===== config.mk =====
export PLATFORM = sky130hd
export DESIGN_NAME = outbuf_pkt_fifo
export DESIGN_NICKNAME = d
export VERILOG_FILES = /design/src/rtl/outbuf_pkt_fifo.sv
export SDC_FILE = /design/constraint.sdc
export NUM_CORES = 2
export LEC_CHECK = 0
export BUFFER_PORTS_ARGS = -buffer_cell sky130_fd_sc_hd__buf_4
export CORE_AREA = 5 5 596 598
export DETAILED_ROUTE_END_ITERATION = 12
export DIE_AREA = 0 0 601 603
export GPL_ROUTABILITY_DRIVEN = 0
export PLACE_DENSITY = 0.6
export SKIP_LAST_GASP = 1
export SYNTH_ARGS = -nofsm -noshare
export SYNTH_HDL_FRONTEND = slang
export SYNTH_SLANG_ARGS = --single-unit

===== constraint.sdc =====
create_clock -name clk -period 67.4 [get_ports clk]
set_clock_uncertainty 0.2 [all_clocks]
set_input_delay 3.37 -clock clk [delete_from_list [all_inputs] [get_ports clk]]
set_output_delay 3.37 -clock clk [all_outputs]
set_load 0.03 [all_outputs]

===== src/rtl/outbuf_pkt_fifo.sv =====
// rtl/outbuf_pkt_fifo.sv - DEPTH-entry parity word-set FIFO serialised onto a valid/ready beat bus
// Ports: clk, rst (async, active high), outbuf_flush (sync clear)
//        engine side: eng_outbuf_wr_req, eng_outbuf_dout_reg, outbuf_eng_wr_ack, outbuf_eng_full
//        control side: outbuf_empty, outbuf_cnt, outbuf_m_beats, outbuf_ovf_err
//        beat side: outbuf_dout, outbuf_dout_val, outbuf_dout_last, outbuf_dout_rdy
// Build option: OUTBUF_OVF_CHK_EN enables the sticky overflow flag
module outbuf_pkt_fifo #(
    parameter int PCK_TREE_XOR_UNITS_NUM = 128,
    parameter int W                      = 4,
    parameter int PACKET_LENGTH          = 2,
    parameter int ENTRY_W                = PCK_TREE_XOR_UNITS_NUM * W * PACKET_LENGTH,
    parameter int OUT_BUS_W              = 128,
    parameter int BEATS_MAX              = ENTRY_W / OUT_BUS_W,
    parameter int DEPTH                  = 4,
    localparam int CW                    = $clog2(DEPTH) + 1,
    localparam int BW                    = $clog2(BEATS_MAX) + 1
) (
    input  logic                 clk,
    input  logic                 rst,
    input  logic                 outbuf_flush,
    input  logic                 eng_outbuf_wr_req,
    input  logic [ENTRY_W-1:0]   eng_outbuf_dout_reg,
    output logic                 outbuf_eng_wr_ack,
    output logic                 outbuf_eng_full,
    output logic                 outbuf_empty,
    output logic [CW-1:0]        outbuf_cnt,
    input  logic [BW-1:0]        outbuf_m_beats,
    output logic [OUT_BUS_W-1:0] outbuf_dout,
    output logic                 outbuf_dout_val,
    output logic                 outbuf_dout_last,
    input  logic                 outbuf_dout_rdy,
    output logic                 outbuf_ovf_err
);

    localparam int PW = $clog2(DEPTH);
    localparam int BI = (BEATS_MAX > 1) ? $clog2(BEATS_MAX) : 1;

    typedef enum logic {IDLE, SEND} state_t;

    state_t                 state_q, state_d;
    logic [BW-1:0]          beat_q, beat_d;
    logic [BW-1:0]          nbeats_q, nbeats_d;
    logic [BW-1:0]          mb_clamped;
    logic [PW-1:0]          wr_ptr, rd_ptr;
    logic [CW-1:0]          cnt_q, cnt_d;
    logic                   full_q, empty_q, ack_q;
    logic                   push, pop, last;
    logic [ENTRY_W-1:0]     mem [DEPTH];
    logic [BEATS_MAX-1:0][OUT_BUS_W-1:0] head_beats;

    // Full comes from the registered count, so a push is refused at full
    // even when the head is popping in the same cycle.
    assign push = eng_outbuf_wr_req & ~full_q & ~outbuf_flush;
    assign last = (state_q == SEND) && (beat_q == nbeats_q - BW'(1));
    assign pop  = last & outbuf_dout_rdy & ~outbuf_flush;

    always_comb begin
        if (outbuf_m_beats == '0)
            mb_clamped = BW'(1);
        else if (outbuf_m_beats > BW'(BEATS_MAX))
            mb_clamped = BW'(BEATS_MAX);
        else
            mb_clamped = outbuf_m_beats;
    end

    always_comb begin
        cnt_d = cnt_q;
        if (outbuf_flush)
            cnt_d = '0;
        else if (push && !pop)
            cnt_d = cnt_q + CW'(1);
        else if (pop && !push)
            cnt_d = cnt_q - CW'(1);
    end

    // Serialiser next state. The beat count is latched per entry so that
    // outbuf_m_beats changes never disturb an entry already in flight.
    always_comb begin
        state_d  = state_q;
        beat_d   = beat_q;
        nbeats_d = nbeats_q;
        if (outbuf_flush) begin
            state_d = IDLE;
            beat_d  = '0;
        end else begin
            case (state_q)
                IDLE: begin
                    if (cnt_q != '0) begin
                        state_d  = SEND;
                        beat_d   = '0;
                        nbeats_d = mb_clamped;
                    end
                end
                SEND: begin
                    if (outbuf_dout_rdy) begin
                        beat_d = beat_q + BW'(1);
                        if (last) begin
                            beat_d = '0;
                            if (cnt_q > CW'(1))
                                nbeats_d = mb_clamped;
                            else
                                state_d = IDLE;
                        end
                    end
                end
                default: state_d = IDLE;
            endcase
        end
    end

    always_ff @(posedge clk or posedge rst) begin
        if (rst) begin
            state_q  <= IDLE;
            beat_q   <= '0;
            nbeats_q <= BW'(1);
            wr_ptr   <= '0;
            rd_ptr   <= '0;
            cnt_q    <= '0;
            full_q   <= 1'b0;
            empty_q  <= 1'b1;
            ack_q    <= 1'b0;
        end else begin
            state_q  <= state_d;
            beat_q   <= beat_d;
            nbeats_q <= nbeats_d;
            cnt_q    <= cnt_d;
            full_q   <= (cnt_d == CW'(DEPTH));
            empty_q  <= (cnt_d == '0) && (state_d == IDLE);
            ack_q    <= push;
            if (outbuf_flush) begin
                wr_ptr <= '0;
                rd_ptr <= '0;
            end else begin
                if (push) wr_ptr <= wr_ptr + PW'(1);
                if (pop)  rd_ptr <= rd_ptr + PW'(1);
            end
        end
    end

    // Storage carries no reset; the pointers and count define what is valid.
    always_ff @(posedge clk) begin
        if (push)
            mem[wr_ptr] <= eng_outbuf_dout_reg;
    end

`ifdef OUTBUF_OVF_CHK_EN
    logic ovf_q;
    always_ff @(posedge clk or posedge rst) begin
        if (rst)
            ovf_q <= 1'b0;
        else if (outbuf_flush)
            ovf_q <= 1'b0;
        else if (eng_outbuf_wr_req && full_q)
            ovf_q <= 1'b1;
    end
    assign outbuf_ovf_err = ovf_q;
`else
    assign outbuf_ovf_err = 1'b0;
`endif

    assign head_beats        = mem[rd_ptr];
    assign outbuf_dout_val   = (state_q == SEND);
    assign outbuf_dout       = outbuf_dout_val ? head_beats[beat_q[BI-1:0]] : '0;
    assign outbuf_dout_last  = last;
    assign outbuf_eng_wr_ack = ack_q;
    assign outbuf_eng_full   = full_q;
    assign outbuf_empty      = empty_q;
    assign outbuf_cnt        = cnt_q;

endmodule


# After elaboration in Yosys (flattened, before gate mapping)
# Memory sizes are Yosys's and may differ from the RTL's.
# Cells that the tools add are included.
# op_classes
addsub	6
order_cmp	3
n_eq_ne	8
n_mux	30
n_bitwise	8
reduce_logical	13
# op_table
cell	count
128-bit binary-select mux with 3-bit select	1
128-bit 2-to-1 mux	2
4-bit 2-to-1 mux	10
4-bit case mux with 2 select lines	2
3-bit 2-to-1 mux	3
2-bit 2-to-1 mux	4
1-bit 2-to-1 mux	7
3-bit inequality test (second input constant)	2
5-bit AND reduction	1
2-bit by 1-bit adder with 2-bit output (second input constant)	2
4-bit by 1-bit adder with 4-bit output (second input constant)	1
1-bit bitwise AND	4
4-bit equality test	1
4-bit greater-than comparator (second input constant)	1
1-bit logical AND	4
4-bit logical NOT	1
3-bit by 4-bit < comparator with 1-bit output (second input constant)	1
2-bit by 1-bit inequality test with 1-bit output (second input constant)	2
2-bit inequality test (second input constant)	2
1-bit NOT	4
2-bit nonzero test	2
4-bit by 1-bit subtractor with 4-bit output (second input constant)	1
3-bit by 1-bit adder with 3-bit output (second input constant)	1
3-bit equality test (second input constant)	1
7 further kinds	8
# totals
register_bits	19
mem_bits_rw	4096
in_bits	1033
output_inout_bits	137
wordCells	78
n_memories	1
# memory_table
memory	words	width	rd	rd_clocked_by_memory_dff	write_ports	line	text
mem	4	1024	1	0	1	48	logic [ENTRY_W-1:0] mem [DEPTH];

# Depth between registers and ports, before layout
# depth
ltp_word	11
ltp_mapped	8
mapped_depth_nobuf	8

# Least setup slack after synthesis
# Ideal clock, no wire load.
# synth_path
path_type	in2reg
from	input port eng_outbuf_wr_req
to	memory mem[0][0] in the netlist's numbering (enable)
setup_time_ns	1.532
t_arrival_ns	27.010
required_ns	65.668
slack_ns	38.658
path_stages	3
path_buffers	0
path_cell_list	nor2b_1 > nor2b_1 > and2_1
# synth_between
elab_chain_len	4
# synth_lines
item	line	text
from (decl)	21	input logic eng_outbuf_wr_req,
1-bit bitwise AND (2 in a row)	53	assign push = eng_outbuf_wr_req & ~full_q & ~outbuf_flush;
named net push	47	logic push, pop, last;
1-bit 2-to-1 mux	142	if (push)
1-bit 2-to-1 mux (not written as such)	143	mem[wr_ptr] <= eng_outbuf_dout_reg;
to (decl)	48	
# The timed path passes the listed nets, and every way through them passes these cells.

# Worst setup path after layout
# layout_path
from	register rd_ptr[0]
to	output port outbuf_dout[53]
# layout_between
elab_chain_len	4
# layout_lines
item	line	text
from (decl)	44	logic [PW-1:0] wr_ptr, rd_ptr;
from (signal assigned)	135	if (pop) rd_ptr <= rd_ptr + PW'(1);
memory 4 x 1024 bit	-	
128-bit binary-select mux with 3-bit select	163	assign outbuf_dout = outbuf_dout_val ? head_beats[beat_q[BI-1:0]] : '0;
128-bit 2-to-1 mux (not written as such)	163	
128-bit 2-to-1 mux	163	
to (decl)	28	output logic [OUT_BUS_W-1:0] outbuf_dout,
# Every way passes these cells. The select of a mux whose other input is x is not followed.

==> flow_metrics.py <==
metrics = {
    "synth": {
        "syn_nets": 7108,
        "ys_types": 35,
        "syn-cell-area_sq_um": 156000,
        "ys_seq_area_share_pct": 78.9,
        "synth_flop_cell": "edfxtp_1",
        "synth_seq_cells": 4115,
        "synth.top_cell.area_share_pct": 78.6,
        "synth_area_per_cell_sq_um": 25.8,
        "synth_area_leaders": "edfxtp_1, mux4_2, mux2i_1",
        "synth-edff-count": 4096,
        "synth_top_cell_by_area": "edfxtp_1",
        "yosys_warnings": 0,
        "synthCells": 6065,
        "async_flop_share_pct": 0.462,
    },
    "power_and_ir_drop": {
        "power.density_nw_per_um2": 30.0,
        "peakVddDrop_uv": 23.9,
        "p_leak_uw": 0.0579,
    },
    "detailed_routing": {
        "dr_total_vias": 70900,
        "firstDrtPassIters": 8,
        "wl_mm": 382,
        "drtIter0Drc": 6591,
        "detail_route.wl_per_cell_um": 30.5,
        "ant_nets": 0,
        "drc": 0,
        "vias_per_cell": 5.66,
    },
    "die": {
        "row_count": 217,
        "start_util_pct": 44.9,
        "core_sq_um": 349000,
        "chipWidth_um": 601,
        "io_pins": 1170,
        "die_y_um": 603,
        "die-area_sq_um": 362000,
    },
    "timing": {
        "finalSetupViolCount": 0,
        "timing.final.ws_setup_ns": 56.25,
        "rsz0062_at_grt": "false",
        "hold_slack_ns": 0.328,
        "hold_viol": 0,
        "slew_headroom_pct": 22.0,
        "worst_pin_slew_ns": 1.17,
        "period_minus_slack_ns": 11.15,
        "fmax_mhz": 89.7,
        "finalSetupTns_ns": 0,
        "min_period_over_period_pct": 16.5,
        "final_max_slew_viol_count": 0,
    },
    "global_routing": {
        "gr-total-overflow": 0,
        "grt_pass1_vias": 74500,
        "antenna_found_initial": 260,
        "grt_max_degree": 144,
        "grt_pass1_wl_mm": 547,
        "grtUsageTotal_pct": 20.8,
    },
    "clock_tree": {
        "path_clk_slew_ns": 0.06,
        "cts-root-buf": "clkbuf_16",
        "cts_hold_buf": 0,
        "htree_levels": 5,
        "numCtsBuffers": 428,
        "cts_tree": "built",
        "numClockSinks": 4115,
        "clock_latency_ns": 0.96,
        "cts_setup_buffers": 0,
        "cts.repair.resized": 0,
        "clockBufferDepth": 4,
    },
    "place": {
        "port_buffers": 1168,
        "pre_cts_ws_ns": 56.94,
        "dpl.hpwl_mm": 243,
    },
    "flow_run": {
        "drv_cap": 0,
    },
    "status": {
        "status": "completed",
    },
    "worst_setup_path": {
        "worstSetupPathType": "flop to output port",
        "r2r_end": "mem[2][930]$_DFFE_PP_",
        "end_kind": "output port",
        "rr_worst_depth": 8,
        "start_kind": "flop",
        "required_ns": 63.83,
        "r2r_slack_ns": 60.41,
        "cp_max_fo": 45,
        "r2r-start": "outbuf_eng_full$_DFF_PP0_",
        "crit_arrival_ns": 7.58,
    },
    "worst_hold_path": {
        "min_from": "nbeats_q[0]$_DFFE_PP1P_",
        "holdPathEnd": "nbeats_q[0]$_DFFE_PP1P_",
        "holdPathStages": 2,
        "hold_path.class": "flop to flop",
    },
    "final_layout": {
        "drive_gt1_share_pct": 40.9,
        "syn_to_final_growth_pct": 18.2,
        "nets": 8515,
        "num-fill-cells": 26500,
    },
}
per-stage QoR:
stage,power (uW),instance area (sq um),std cells,util [%]
floorplan,3210,156000,6065,-
global placement,3270,171000,11600,49.0
detailed placement,3280,171000,11600,49.0
CTS,5620,185000,12400,53.0
global route,5750,185000,12500,53.0
finish,5560,185000,12500,53.1
cell type report:
class | count | area [sq um] | area share, %
Sequential cell | 4115 | 123000 | 66.8
Clock inverter | 274 | 2930 | 1.58
Inverter | 9 | 33.8 | 0.0183
Antenna cell | 94 | 235 | 0.127
Timing Repair Buffer | 1295 | 9870 | 5.34
Tap cell | 4599 | 5750 | 3.11
Multi-Input combinational cell | 1623 | 31500 | 17.1
Clock buffer | 515 | 11100 | 6.01
worst max-delay path: stages (launching register included):
cell     delay (ns)
dfrtp_4        0.96
buf_4          0.70
buf_4          0.75
buf_4          0.72
buf_4          0.82
buf_4          0.71
mux4_2         0.59
mux4_2         0.54
mux2i_1        0.29
nor2b_1        0.12
buf_4          0.19
synthesized netlist by cell type (all sizes together) (2+ instances only):
cell type,count
mux2,4
clkbuf,157
nand3,4
xnor2,4
o21bai,2
dfrtp,17
a211o,2
nand2b,2
ha,10
nor3,2
nor2b,132
nor3b,3
mux2i,130
mux4,1280
nor2,15
dfstp,2
edfxtp,4096
o21ai,6
nand2,5
a21oi,3
inv,9
and2,6
buf,161
xor2,5
cells by family after synthesis:
| logic type | Yosys count | synth area share, % |
|---|---|---|
| flops | 4115 | 78.9 |
| mux | 1414 | 19.3 |
| buf+inv | 327 | 0.945 |
| simple gates | 170 | 0.645 |
| compound gates | 18 | 0.0760 |
| fa+ha+maj | 10 | 0.0800 |
| xor+xnor | 10 | 0.0648 |
| other cells | 1 | 0.00240 |
layer usage:
metal | global-route usage, % | part of all wire [%] | vias up
met4 | 6.93 | 3.1 | 202
met5 | 0 | 0.34 | -
li1 | - | - | 29500
met3 | 6.89 | 8.9 | 799
met1 | 26.7 | 38 | 38000
met2 | 33.5 | 49 | 2481
layout by cell type, fill, tap and decap left out, types with 15 or more instances in the layout:
cell type,count
clkinv_1,100
bufinv_16,47
buf_4,1283
nor2b_1,132
mux4_2,1280
clkinv_2,87
edfxtp_1,4096
clkbuf_1,80
nor2_1,15
clkbuf_16,429
diode_2,94
mux2i_1,130
power breakdown:
part	internal, uW	switching [uW]	leakage, uW
logic	143	167	0.0136
clock network	1360	977	0.00686
registers	2890	17.1	0.0374
total	4400	1160	0.0579
registers in the layout, indices dropped and copies added (netlist names):
signal             count
outbuf_cnt             3
outbuf_empty           1
outbuf_dout_val        1
wr_ptr                 2
rd_ptr                 2
beat_q                 4
mem                 4096
outbuf_eng_full        1
nbeats_q               4
outbuf_eng_wr_ack      1
worst max path at each step:
stage,endpoint,start
after floorplan,mem[0][0]$_DFFE_PP_,eng_outbuf_wr_req
after global placement,outbuf_dout[53],rd_ptr[0]$_DFFE_PP0P_
after detailed placement,outbuf_dout[53],rd_ptr[0]$_DFFE_PP0P_
after CTS,outbuf_dout[53],rd_ptr[0]$_DFFE_PP0P_
after global routing,outbuf_dout[53],rd_ptr[0]$_DFFE_PP0P_
final,outbuf_dout[53],rd_ptr[0]$_DFFE_PP0P_
No activity file was read; power rests on OpenSTA's default activity.
